[src/rtl/game_control.sv]
// game_control: number-memory game sequencer.
//   A free-running 20-bit LFSR supplies a random number when start is pressed.
//   The player views it, picks a digit position with the switches, then has
//   up to MAX_TRIES guesses at that digit. A success screen is held for
//   HOLD_CYCLES cycles (or until start) before returning to init.
// Ports:
//   clk          sole clock, all registers on its rising edge
//   rst          synchronous active-high reset
//   btn_start    start button (synchronized, debounced, level)
//   btn_confirm  confirm button (synchronized, debounced, level)
//   sw[3:0]      digit address in state 010, guess in state 011
//   state[2:0]   000 init, 001 show, 010 address, 011 match, 100 success
//   data_0..7    registered display digits
module game_control #(
  parameter int unsigned HOLD_CYCLES = 100_000_000,
  parameter int unsigned MAX_TRIES   = 3,
  parameter logic [19:0] LFSR_SEED   = 20'h5A5A5
) (
  input  logic       clk,
  input  logic       rst,
  input  logic       btn_start,
  input  logic       btn_confirm,
  input  logic [3:0] sw,
  output logic [2:0] state,
  output logic [3:0] data_0,
  output logic [3:0] data_1,
  output logic [3:0] data_2,
  output logic [3:0] data_3,
  output logic [3:0] data_4,
  output logic [3:0] data_5,
  output logic [3:0] data_6,
  output logic [3:0] data_7
);

  // One spare bit above what MAX_TRIES needs, so the counter can never wrap.
  localparam int unsigned TRIES_W = $clog2(MAX_TRIES + 1) + 1;
  localparam int unsigned HOLD_W  = (HOLD_CYCLES > 1) ? $clog2(HOLD_CYCLES) : 1;
  localparam logic [HOLD_W-1:0]  HOLD_LAST = HOLD_W'(HOLD_CYCLES - 1);
  localparam logic [TRIES_W-1:0] TRIES_MAX = TRIES_W'(MAX_TRIES);

  typedef enum logic [2:0] {
    ST_INIT    = 3'b000,
    ST_SHOW    = 3'b001,
    ST_ADDR    = 3'b010,
    ST_MATCH   = 3'b011,
    ST_SUCCESS = 3'b100
  } state_t;

  state_t              state_q, state_d;
  logic [19:0]         lfsr_q;
  logic [19:0]         num_q, num_d;
  logic [2:0]          addr_q, addr_d;
  logic [TRIES_W-1:0]  tries_q, tries_d;
  logic [HOLD_W-1:0]   hold_q, hold_d;
  logic                start_prev_q, confirm_prev_q;
  logic [3:0]          data_q [8];
  logic [3:0]          data_d [8];
  logic                start_edge, confirm_edge;
  logic [3:0]          guess_digit;

  assign start_edge   = btn_start & ~start_prev_q;
  assign confirm_edge = btn_confirm & ~confirm_prev_q;

  // Digit at position data_(3+addr) of the stored number.
  always_comb begin
    guess_digit = 4'h0;
    case (addr_q)
      3'd0:    guess_digit = num_q[19:16];
      3'd1:    guess_digit = num_q[15:12];
      3'd2:    guess_digit = num_q[11:8];
      3'd3:    guess_digit = num_q[7:4];
      3'd4:    guess_digit = num_q[3:0];
      default: guess_digit = 4'h0;
    endcase
  end

  // Next-state logic. Display registers are loaded from the next-state
  // values so that state and data outputs change together on the same edge.
  always_comb begin
    state_d = state_q;
    num_d   = num_q;
    addr_d  = addr_q;
    tries_d = tries_q;
    hold_d  = hold_q;
    for (int unsigned i = 0; i < 8; i++) data_d[i] = '0;

    case (state_q)
      ST_INIT: begin
        if (start_edge) begin
          num_d   = lfsr_q;
          state_d = ST_SHOW;
        end
      end
      ST_SHOW: begin
        if (confirm_edge) state_d = ST_ADDR;
      end
      ST_ADDR: begin
        if (confirm_edge && (sw <= 4'd4)) begin
          addr_d  = sw[2:0];
          tries_d = '0;
          state_d = ST_MATCH;
        end
      end
      ST_MATCH: begin
        if (confirm_edge) begin
          if (tries_q != TRIES_MAX) tries_d = tries_q + TRIES_W'(1);
          if (sw == guess_digit) begin
            hold_d  = '0;
            state_d = ST_SUCCESS;
          end else if (tries_d == TRIES_MAX) begin
            state_d = ST_INIT;
          end
        end
      end
      ST_SUCCESS: begin
        if (start_edge || (hold_q == HOLD_LAST)) state_d = ST_INIT;
        else hold_d = hold_q + HOLD_W'(1);
      end
      default: state_d = ST_INIT;
    endcase

    case (state_d)
      ST_SHOW, ST_MATCH: begin
        data_d[3] = num_d[19:16];
        data_d[4] = num_d[15:12];
        data_d[5] = num_d[11:8];
        data_d[6] = num_d[7:4];
        data_d[7] = num_d[3:0];
      end
      ST_ADDR: data_d[7] = sw;
      ST_SUCCESS: begin
        data_d[1] = 4'(tries_d);
        data_d[2] = 4'hE;
        data_d[3] = num_d[19:16];
        data_d[4] = num_d[15:12];
        data_d[5] = num_d[11:8];
        data_d[6] = num_d[7:4];
        data_d[7] = num_d[3:0];
      end
      default: ;
    endcase
  end

  always_ff @(posedge clk) begin
    if (rst) begin
      state_q        <= ST_INIT;
      lfsr_q         <= LFSR_SEED;
      num_q          <= '0;
      addr_q         <= '0;
      tries_q        <= '0;
      hold_q         <= '0;
      // Reset high so a button held through reset must be released first.
      start_prev_q   <= 1'b1;
      confirm_prev_q <= 1'b1;
      for (int unsigned i = 0; i < 8; i++) data_q[i] <= '0;
    end else begin
      state_q        <= state_d;
      lfsr_q         <= {lfsr_q[18:0], lfsr_q[19] ^ lfsr_q[16]};
      num_q          <= num_d;
      addr_q         <= addr_d;
      tries_q        <= tries_d;
      hold_q         <= hold_d;
      start_prev_q   <= btn_start;
      confirm_prev_q <= btn_confirm;
      for (int unsigned i = 0; i < 8; i++) data_q[i] <= data_d[i];
    end
  end

  assign state  = state_q;
  assign data_0 = data_q[0];
  assign data_1 = data_q[1];
  assign data_2 = data_q[2];
  assign data_3 = data_q[3];
  assign data_4 = data_q[4];
  assign data_5 = data_q[5];
  assign data_6 = data_q[6];
  assign data_7 = data_q[7];

endmodule

[config.mk]
export PLATFORM = sky130hd
export DESIGN_NAME = game_control
export DESIGN_NICKNAME = d
export VERILOG_FILES = /design/src/rtl/game_control.sv
export SDC_FILE = /design/constraint.sdc
export NUM_CORES = 1
export LEC_CHECK = 0
export ABC_AREA = 1
export BUFFER_PORTS_ARGS = -buffer_cell sky130_fd_sc_hd__buf_4
export CORE_MARGIN = 2
export CORE_UTILIZATION = 50
export DETAILED_ROUTE_END_ITERATION = 7
export PLACE_DENSITY_LB_ADDON = 0.08
export SYNTH_ARGS = -nofsm -noshare
export SYNTH_HDL_FRONTEND = slang
export SYNTH_SLANG_ARGS = --single-unit
[constraint.sdc]
create_clock -name clk -period 3.8 [get_ports clk]
set_input_delay 0.57 -clock clk [delete_from_list [all_inputs] [get_ports clk]]
set_output_delay 0.57 -clock clk [all_outputs]
set_load 0.005 [all_outputs]
Word-level counts from Yosys, hierarchy flattened
Memory sizes are Yosys's and may differ from the RTL's.
Cells that the tools add are included.
{"block": "op_classes", "add_sub_neg": 2, "n_lt_le_gt_ge": 1, "eq_ne": 19, "n_mux": 35, "bitwise_logic": 13, "reduce_logical": 8}
{"operator": "two-way mux 27 bit", "n": 3}
{"operator": "case mux 27 bit (2 select lines)", "n": 1}
{"operator": "two-way mux 20 bit", "n": 2}
{"operator": "two-way mux 3 bit", "n": 12}
{"operator": "two-way mux 4 bit", "n": 8}
{"operator": "adder 27 x 1 -> 27 bit (second input constant)", "n": 1}
{"operator": "== test 27 bit (second input constant)", "n": 1}
{"operator": "== test 3 x 2 -> 1 bit (second input constant)", "n": 7}
{"operator": "case mux 4 bit (5 select lines)", "n": 1}
{"operator": "two-way mux 16 bit", "n": 1}
{"operator": "case mux 3 bit (5 select lines)", "n": 1}
{"operator": "== test 3 x 1 -> 1 bit (second input constant)", "n": 3}
{"operator": "== test 3 bit (second input constant)", "n": 3}
{"operator": "OR 1 bit", "n": 8}
{"operator": "case mux 4 bit (2 select lines)", "n": 1}
{"operator": "two-way mux 7 bit", "n": 1}
{"operator": "zero test 3 bit", "n": 2}
{"operator": "inequality test 2 bit (second input constant)", "n": 3}
{"operator": "case mux 3 bit (2 select lines)", "n": 1}
{"operator": "== test 4 bit", "n": 1}
{"operator": "less-or-equal comparator 4 x 3 -> 1 bit (second input constant)", "n": 1}
{"operator": "AND reduction 4 bit", "n": 1}
{"operator": "adder 3 x 1 -> 3 bit (second input constant)", "n": 1}
{"operator": "two-way mux 1 bit", "n": 3}
{"operator": "9 further kinds", "n": 11}
{"block": "totals", "regBits": 78, "ramBits": 32, "in_bits": 8, "out_inout_bits": 35, "word_cells": 87, "mem_count": 1}
{"memory": "data_q", "depth": 8, "word_bits": 4, "rd": 8, "rd_ports_with_merged_regs": 0, "write_ports": 8, "line_no": "56", "rtl": "logic [3:0] data_q [8];"}

Depth between registers and ports, before layout
Gate-level depths: netlist of run 1.
{"block": "depth", "word_depth": 13, "ltp_mapped": 18, "ltp_nobuf": 17}

Worst setup path after synthesis of run 1
No wires, ideal clock.
{"block": "synth_path", "kind": "input -> register", "startpoint": "in btn_confirm", "endpoint": "mem data_q[3][0] (netlist: data_q[0][12])", "setup_ns": 0.124, "t_arrival_ns": 1.741, "t_required_ns": 3.676, "path_slack_ns": 1.935, "cell_stages": 10, "n_path_buf": 1, "path_cell_list": "inv_1 nor2_1 o21ai_0 a21oi_1 a31oi_1 a21oi_2 nand2_4 inv_2 buf_6 nor3_2"}
{"item": "from (decl)", "line_no": "22", "rtl": "input logic btn_confirm,"}
{"item": "to (decl)", "line_no": "56"}

Worst setup path in the final report of run 1
{"block": "layout_path", "startpoint": "reg addr_q[1]", "endpoint": "reg hold_q[3]"}
{"block": "layout_between", "elab_chain_cells": 5, "word_cells_on_any_way": 9, "classes_between": "6 x eq/ne; 1 x mux; 2 x reduce/logical"}
{"item": "from (decl)", "line_no": "52", "rtl": "logic [2:0] addr_q, addr_d;"}
{"item": "from (signal assigned)", "line_no": "160", "rtl": "addr_q <= addr_d;"}
{"item": "== test 3 bit, or another cell as far along", "line_no": "67", "rtl": "case (addr_q)"}
{"item": "case mux 4 bit (5 select lines) (*)", "line_no": "67"}
{"item": "== test 4 bit (*)", "line_no": "107", "rtl": "if (sw == guess_digit) begin"}
{"item": "inequality test 2 bit (no line) (*)"}
{"item": "AND reduction 4 bit (no line) (*)"}
{"item": "to (signal assigned)", "line_no": "162", "rtl": "hold_q <= hold_d;"}
{"item": "to (decl)", "line_no": "54", "rtl": "logic [HOLD_W-1:0] hold_q, hold_d;"}
Mark *: on every way between the ends. The rest lies on a longest branch, timed or not.
A chain may end at the register's enable or synchronous reset.

==> flow_summary.yaml, run 1 <==
setup_path:
  crit_arrival_ns: 2.78
  rr_worst_depth: 14
  timing.rr.start: "addr_q[1]"
  endpoint_kind: "register"
  crit_cells: 14
  cp_max_fo: 33
  path_buf_inv: 2
  crit_type: "reg -> reg"
  crit_chain: "nor2_2, nand3_1, nand2_1, nor2_1, nand3_1, nand2_1, inv_1, nor2_2, nand2_2, nand2_2, nand2_4, inv_6, nand3_1, a21oi_1"
  crit_required_ns: 4.09
  crit_path_start_kind: "register"
  cp_slowest_cell: "dfxtp_1"
  crit_top_cell: "nand3_1"
  rr_endpoint: "hold_q[3]"
  crit_path_start: "addr_q[1]"
  path_delay_family: "simple AND/OR/NAND/NOR gates"
  r2r_slack_ns: 1.32
  cpPeakStageDelay_ns: 0.59
  endpoint: "hold_q[3]"
floorplan:
  rows: 35
  core_area_um2: 9200
  ioPinCount: 43
  start_util_pct: 51.2
  dieArea_um2: 10200
  die_h_um: 101
  die_w_um: 101
yosys:
  synth_warnings: 0
  synth_top_area_share_pct: 43.3
  synth_seq_cells: 102
  synthesis.area_um2: 4710
  synth_cell_type_count: 32
  ys_top_cells_by_area: "dfxtp_1 (43%), nand2_1 (8.7%), nor2_1 (8.0%), inv_1 (5.4%), xor2_1 (3.3%)"
  synth_cells: 636
  seq_area_frac_synth_pct: 43.3
  synth_top_area_cell: "dfxtp_1"
  synth.avg_cell_area_um2: 7.41
clock_tree:
  clk_path_buf_depth: 2
  path_clk_slew_ns: 0.12
  cts-resized-gates: 0
  cts-root-buf: "clkbuf_8"
  tritoncts: "done"
  clock_sinks: 102
  holdBufCountCts: 0
  cts_buffers: 9
  clock_latency_ns: 0.37
  cts_max_level: 3
  post_cts_buffers: 0
detailed_routing:
  wirelength_mm: 10.3
  vias: 3981
  avgViaCountPerCell: 5.14
  drt_iter0_drc: 193
  routedWlPerCell_um: 13.3
  drc: 0
  ant_nets: 0
  drt-pass1-iter-count: 5
timing:
  fin_worst_skew_ns: 0.0195
  setup_ws_ns: 1.32
  finalSetupViolations: 0
  slew_headroom_pct: 45.5
  period_share_pct: 65.3
  max_clock_freq_mhz: 403
  slew_violations: 0
  rsz0062_at_grt: "no"
  worstMarginPinSlew_ns: 0.816
  hold_viol: 0
  fin_hold_ws_ns: 0.390
  tns_ns: 0
  finalCriticalPeriod_ns: 2.48
grt:
  antenna_found_initial: 0
  gr-usage-met3_pct: 3.40
  busiest_layer: "met2"
  grt_pass1_vias: 3871
  grt_pass1_wl_mm: 17.6
  met1_usage_pct: 27.0
  met2_usage_pct: 36.7
  grt_max_degree: 58
  grt-ovfl-total: 0
  track_usage_pct: 21.5
placed_design:
  hpwlAfterDp_mm: 7.36
  placedCellCount: 758
  gp_congestion: 0.911
  port-buffer-count: 36
  dpl_worst_slack_ns: 1.32
layout:
  area_growth_pct: 9.32
  instances_no_fill: 774
  final_common_cell: "nand2_1"
  fillers: 899
  drive_gt1_share_pct: 17.0
  insertedDiodeCount: 0
  final_cell_mix: "nand2_1 (109), dfxtp_1 (102), nor2_1 (101)"
  layout.nets: 668
power_and_ir_drop:
  power_density_nw_per_um2: 372
  vdd_drop_max_v: 0.000201
  leakagePower_nw: 2.06
  total_power_mw: 1.92
hold_path:
  hp-class: "in -> reg"
run:
  cap_violations: 0
outcome:
  status: "finished, final reports clean"
-- cell usage after synthesis, drive strengths merged --
| cell type | n |
|---|---|
| conb | 1 |
| nor4 | 4 |
| a21oi | 34 |
| clkbuf | 13 |
| xor2 | 18 |
| a31oi | 2 |
| nor2 | 106 |
| buf | 18 |
| o22ai | 2 |
| nand4 | 25 |
| or2 | 9 |
| o21ai | 34 |
| nand2 | 125 |
| nor3 | 32 |
| nand3 | 30 |
| dfxtp | 102 |
| inv | 74 |
| xnor2 | 5 |
| ha | 2 |
-- cells by family after synthesis --
logic type	after synthesis	synth area share, %
AOI/OAI and AO/OA	72	8.63
and+or+nand+nor	331	33.0
other	1	0.0796
DFF	102	43.3
buffers and inverters	105	10.2
adders and majority gates	2	0.531
xor gates and xnor gates	23	4.28
-- final cells by class --
cell class	count	area, µm²	share of cell area, %
Multi-Input combinational cell	434	2210	42.9
Sequential cell	102	2040	39.6
Inverter	74	283	5.49
Timing Repair Buffer	37	278	5.39
Tap cell	111	139	2.70
Clock buffer	9	124	2.40
Clock inverter	7	77.6	1.51
-- worst min-delay path by stage --
stage	startpoint	endpoint	slack [ns]	cells past startpoint
6_report	btn_start	start_prev_q	0.39	3
4_1_cts	btn_confirm	confirm_prev_q	0.37	3
3_3_place_gp	lfsr_q[14]	lfsr_q[15]	0.41	2
5_1_grt	btn_start	start_prev_q	0.38	3
3_5_place_dp	lfsr_q[18]	lfsr_q[19]	0.41	2
2_1_floorplan	lfsr_q[10]	lfsr_q[11]	0.40	2
-- layer usage --
metal / share of wire, % / up-vias
met1: 44 / 1800
met2: 49 / 99
met4: 2.4 / 0
li1: - / 2062
met3: 4.4 / 20
met5: 0 / -
-- through the flow --
step	util [%]	instance area [µm²]
after floorplan	-	4730
after global placement	53.8	4950
after detailed placement	53.8	4950
after CTS	56.0	5150
after global routing	56.0	5150
final	56.0	5150
-- power by group --
group / total (mW) / leakage, nW / internal [mW] / switching, mW
clock network: 0.679 / 0.0975 / 0.259 / 0.420
registers: 1.12 / 0.831 / 1.10 / 0.0153
logic: 0.121 / 1.13 / 0.0395 / 0.0817
-- flip-flops by register name, summed over array words and instances (netlist names) --
signal          flops
lfsr_q             20
start_prev_q        1
data_q             24
tries_q             3
addr_q              3
hold_q             27
confirm_prev_q      1
num_q              20
state               3
-- worst min-delay path, delay by kind of cell --
family,cells,cell delay (ns)
buf+inv,2,0.10
simple gates,1,0.04
No activity file was read; power rests on OpenSTA's default activity.
==> run 2: changes to the inputs <==
==> constraint.sdc (replaced) <==
create_clock -name clk -period 2.1 [get_ports clk]
set_input_delay 0.315 -clock clk [delete_from_list [all_inputs] [get_ports clk]]
set_output_delay 0.315 -clock clk [all_outputs]
set_load 0.005 [all_outputs]
==> flow_summary.yaml, run 2 (same netlist as run 1, synthesis figures left out) <==
placed_design:
  gp_congestion: 0.898
  hpwlAfterDp_mm: 7.56
  dpl_worst_slack_ns: 0.0529
  port-buffer-count: 36
timing:
  worstMarginPinSlew_ns: 0.733
  finalCriticalPeriod_ns: 1.93
  period_share_pct: 91.7
  slew_violations: 0
  fin_worst_skew_ns: 0.0178
  rsz0062_at_grt: "no"
  tns_ns: 0
  slew_headroom_pct: 51.1
  setup_ws_ns: 0.174
  finalSetupViolations: 0
  hold_viol: 0
  max_clock_freq_mhz: 519
power_and_ir_drop:
  intPower_mw: 2.56
  leakagePower_nw: 2.22
  p_seq_share_pct: 57.1
  vdd_drop_max_v: 0.000364
  power_density_nw_per_um2: 653
  switchingPower_mw: 0.976
  pwr-share-clk_pct: 36.4
  p_sw_share_pct: 27.6
  comb_power_share_pct: 6.5
setup_path:
  cpPeakStageDelay_ns: 0.45
  path_delay_family: "simple AND/OR/NAND/NOR gates"
  crit_path_start: "hold_q[8]"
  endpoint_kind: "register"
  crit_chain: "inv_1, nor3_1, nand2_1, nor4_1, xnor2_1, nor2_1, nand2_1, a21oi_1"
  crit_cells: 8
  crit_type: "reg -> reg"
  rr_worst_depth: 8
  endpoint: "hold_q[24]"
  crit_arrival_ns: 2.16
  crit_top_cell: "nand2_1"
  crit_path_start_kind: "register"
  rr_endpoint: "hold_q[24]"
  cp_slowest_cell: "dfxtp_1"
  timing.rr.start: "hold_q[8]"
  crit_required_ns: 2.33
  path_buf_inv: 1
  r2r_slack_ns: 0.17
  cp_max_fo: 5
detailed_routing:
  routedWlPerCell_um: 13.2
  avgViaCountPerCell: 5.15
  drt_iter0_drc: 161
  ant_nets: 0
  drt-pass1-iter-count: 4
  vias: 4098
  drc: 0
  wirelength_mm: 10.5
floorplan:
  start_util_pct: 51.2
  dieArea_um2: 10200
  core_area_um2: 9200
  rows: 35
  die_h_um: 101
  ioPinCount: 43
  die_w_um: 101
clock_tree:
  tritoncts: "done"
  clock_latency_ns: 0.38
  clock_sinks: 102
  cts_max_level: 3
  clk_path_buf_depth: 2
  cts_buffers: 9
  path_clk_slew_ns: 0.12
  cts-root-buf: "clkbuf_8"
  holdBufCountCts: 0
layout:
  drive_gt1_share_pct: 21.6
  fillers: 906
  area_growth_pct: 14.8
  insertedDiodeCount: 0
  top_register: "hold_q"
  final_cell_mix: "nand2_1 (107), nor2_1 (100), dfxtp_1 (96)"
  top_regs: "hold_q: 27 flops, data_q: 24 flops"
  final_common_cell: "nand2_1"
  final-seq-area_um2: 2050
  multi_input_area_um2: 2260
  layout.nets: 690
  largest_reg_flops: 27
hold_path:
  hp-class: "in -> reg"
grt:
  grt-ovfl-total: 0
  antenna_found_initial: 0
  grt_pass1_wl_mm: 17.9
  grt_max_degree: 57
  track_usage_pct: 21.8
  grt_pass1_vias: 3999
outcome:
  status: "finished, final reports clean"
run:
  cap_violations: 0
run 2: cell type report:
class,instances,share of cell area (%)
Inverter,74,5.37
Clock buffer,9,2.29
Sequential cell,102,38.0
Timing Repair Buffer,59,8.33
Multi-Input combinational cell,434,41.8
Clock inverter,7,1.69
Tap cell,111,2.57
run 2: worst min path at each step:
stage / start / end / slack, ns / cells past startpoint
after global placement: lfsr_q[5] / lfsr_q[6] / 0.41 / 2
after global routing: btn_confirm / confirm_prev_q / 0.13 / 3
after floorplan: lfsr_q[10] / lfsr_q[11] / 0.40 / 2
after CTS: btn_start / start_prev_q / 0.12 / 3
after detailed placement: lfsr_q[14] / lfsr_q[15] / 0.41 / 2
final: btn_confirm / confirm_prev_q / 0.13 / 3
run 2: worst register-to-register path, stage by stage (launching register included):
cell	delay, ns
dfxtp_1	0.45
inv_1	0.11
nor3_1	0.39
nand2_1	0.14
nor4_1	0.36
xnor2_1	0.17
nor2_1	0.06
nand2_1	0.06
a21oi_1	0.05
run 2: repair_timing:
item                                    4_1_cts  5_1_grt
buffers inserted                              0        1
endpoints found under the setup margin        0       52
gates resized for setup                       0       28
run 2: layer usage:
metal | vias to the layer above | share of wire [%] | global-route usage (%)
met5 | - | 0 | 0
met4 | 0 | 2.9 | 8.42
met3 | 30 | 3.1 | 4.16
met2 | 89 | 52 | 40.5
met1 | 1875 | 42 | 24.2
li1 | 2104 | - | -
run 2: power groups by stage:
stage	Combinational (mW)	Clock (mW)	Sequential (mW)
after floorplan	0.170	0	2.05
after global placement	0.222	0	2.06
after detailed placement	0.227	0	2.06
after CTS	0.228	1.32	2.02
after global routing	0.265	1.40	2.02
final	0.231	1.29	2.02
run 2: stage by stage:
step / total power [mW] / area (µm²) / util (%) / hold WS (ns) / instances
2_1_floorplan: 2.22 / 4730 / - / 0.400 / 641
3_3_place_gp: 2.29 / 5110 / 55.5 / 0.410 / 779
3_5_place_dp: 2.29 / 5110 / 55.5 / 0.411 / 779
4_1_cts: 3.57 / 5320 / 57.9 / 0.118 / 795
5_1_grt: 3.69 / 5410 / 58.8 / 0.133 / 796
6_report: 3.54 / 5410 / 58.8 / 0.129 / 796
==> run 3: changes to the inputs <==
--- a/config.mk
+++ b/config.mk
@@ -7,6 +7,7 @@
 export LEC_CHECK = 0
 export ABC_AREA = 1
 export BUFFER_PORTS_ARGS = -buffer_cell sky130_fd_sc_hd__buf_4
+export CORE_ASPECT_RATIO = 0.6
 export CORE_MARGIN = 2
 export CORE_UTILIZATION = 50
 export DETAILED_ROUTE_END_ITERATION = 7
==> flow_summary.yaml, run 3 (same netlist as run 1, synthesis figures left out) <==
clock_tree:
  cts-root-buf: "clkbuf_16"
  cts-resized-gates: 0
  post_cts_buffers: 0
  cts_max_level: 3
  clock_sinks: 102
  tritoncts: "done"
  clock_latency_ns: 0.35
  clk_path_buf_depth: 2
  holdBufCountCts: 0
  cts_buffers: 9
  path_clk_slew_ns: 0.07
placed_design:
  hpwlAfterDp_mm: 8.59
  dpl_worst_slack_ns: 0.102
  port-buffer-count: 36
  gp_congestion: 1.01
  placed_cell_area_um2: 5200
detailed_routing:
  drt-pass1-iter-count: 5
  drc: 0
  drt_iter0_drc: 444
  ant_nets: 0
  avgViaCountPerCell: 5.19
  wirelength_mm: 11.8
  routedWlPerCell_um: 14.4
  vias: 4244
layout:
  final_common_cell: "nand2_1"
  layout.nets: 693
  area_growth_pct: 18.0
  final_area_um2: 5560
  drive_gt1_share_pct: 20.9
  top_regs: "hold_q: 27 flops, data_q: 24 flops"
  final_cell_mix: "nand2_1 (109), nor2_1 (99), dfxtp_1 (99)"
  insertedDiodeCount: 0
  top_register: "hold_q"
  largest_reg_flops: 27
  fillers: 828
grt:
  grt-ovfl-total: 0
  track_usage_pct: 24.0
  grt_pass1_vias: 3665
  grt_pass1_wl_mm: 18.9
  antenna_found_initial: 0
  gr-usage-met3_pct: 6.54
  met2_usage_pct: 29.9
  met1_usage_pct: 39.3
  busiest_layer: "met1"
  grt_max_degree: 45
timing:
  tns_ns: 0
  fin_worst_skew_ns: 0.00616
  finalCriticalPeriod_ns: 1.94
  worstMarginPinSlew_ns: 0.738
  period_share_pct: 92.5
  setup_ws_ns: 0.158
  slew_headroom_pct: 50.7
  max_clock_freq_mhz: 515
  finalSetupViolations: 0
  hold_viol: 0
  slew_violations: 0
setup_path:
  crit_chain: "nor2_4, nand3_1, nand2_1, nor2_1, nand2_1, nand2_1, nand2_1, inv_1, nor2_2, nand2_2, nand2_2, nand2_4, inv_6, nand3_1, a21oi_1"
  crit_arrival_ns: 2.21
  cp_slowest_cell: "dfxtp_4"
  cpPeakStageDelay_ns: 0.38
  crit_path_start_kind: "register"
  endpoint_kind: "register"
  cp_max_fo: 26
  r2r_slack_ns: 0.16
  crit_type: "reg -> reg"
  crit_top_cell: "nand2_1"
  crit_required_ns: 2.37
power_and_ir_drop:
  leakagePower_nw: 2.28
  vdd_drop_max_v: 0.000448
  power_density_nw_per_um2: 738
run:
  cap_violations: 0
floorplan:
  die_w_um: 129
  rows: 27
  start_util_pct: 51.5
  ioPinCount: 43
  dieArea_um2: 10200
  die_h_um: 79.2
  core_area_um2: 9160
outcome:
  status: "finished, final reports clean"
hold_path:
  hp-class: "in -> reg"
run 3: changes by cell type in the layout (fill, tap and decap cells not counted), sizes merged:
| cell | change |
|---|---|
| clkinv | -2 |
| inv | -2 |
| buf | +3 |
| clkinvlp | +2 |
| bufinv | +2 |
run 3: worst paths after layout:
kind | depth (start not counted) | end | from
max | 15 | hold_q[16] | addr_q[1]
min | 3 | confirm_prev_q | btn_confirm
max reg2reg | 15 | hold_q[16] | addr_q[1]
min reg2reg | 2 | lfsr_q[19] | lfsr_q[18]
run 3: report_power, final:
group,total (mW),switching [mW],internal (mW)
Sequential,2.02,0.0339,1.99
Combinational,0.248,0.160,0.0883
Clock,1.83,0.771,1.06
run 3: per-layer routing:
metal  vias to the layer above  wire, µm
met5                         -         0
met4                         0        93
met3                         9       992
met2                       183      4210
met1                      1941      6480
li1                       2111         -
run 3: critical path: cells and delay by family, from the launching register on:
family,cells,cell delay (ns)
AOI/OAI and AO/OA,1,0.15
DFF,1,0.38
and+or+nand+nor,12,1.06
buffers and inverters,2,0.27
run 3: stage by stage:
stage               util [%]  hold slack (ns)  instances  power, mW
global placement        56.8            0.408        802       2.31
CTS                     60.4            0.161        818       4.13
finish                  60.7            0.160        818       4.11
global route            60.7            0.173        818       4.23
detailed placement      56.8            0.411        802       2.31
floorplan                  -            0.400        641       2.22
run 3: area by class of cell:
class	count	area, µm²	share of cell area, %
Multi-Input combinational cell	434	2230	40.1
Sequential cell	102	2050	36.8
Timing Repair Buffer	62	503	9.05
Inverter	74	285	5.13
Clock buffer	9	225	4.05
Tap cell	130	163	2.93
Clock inverter	7	106	1.91
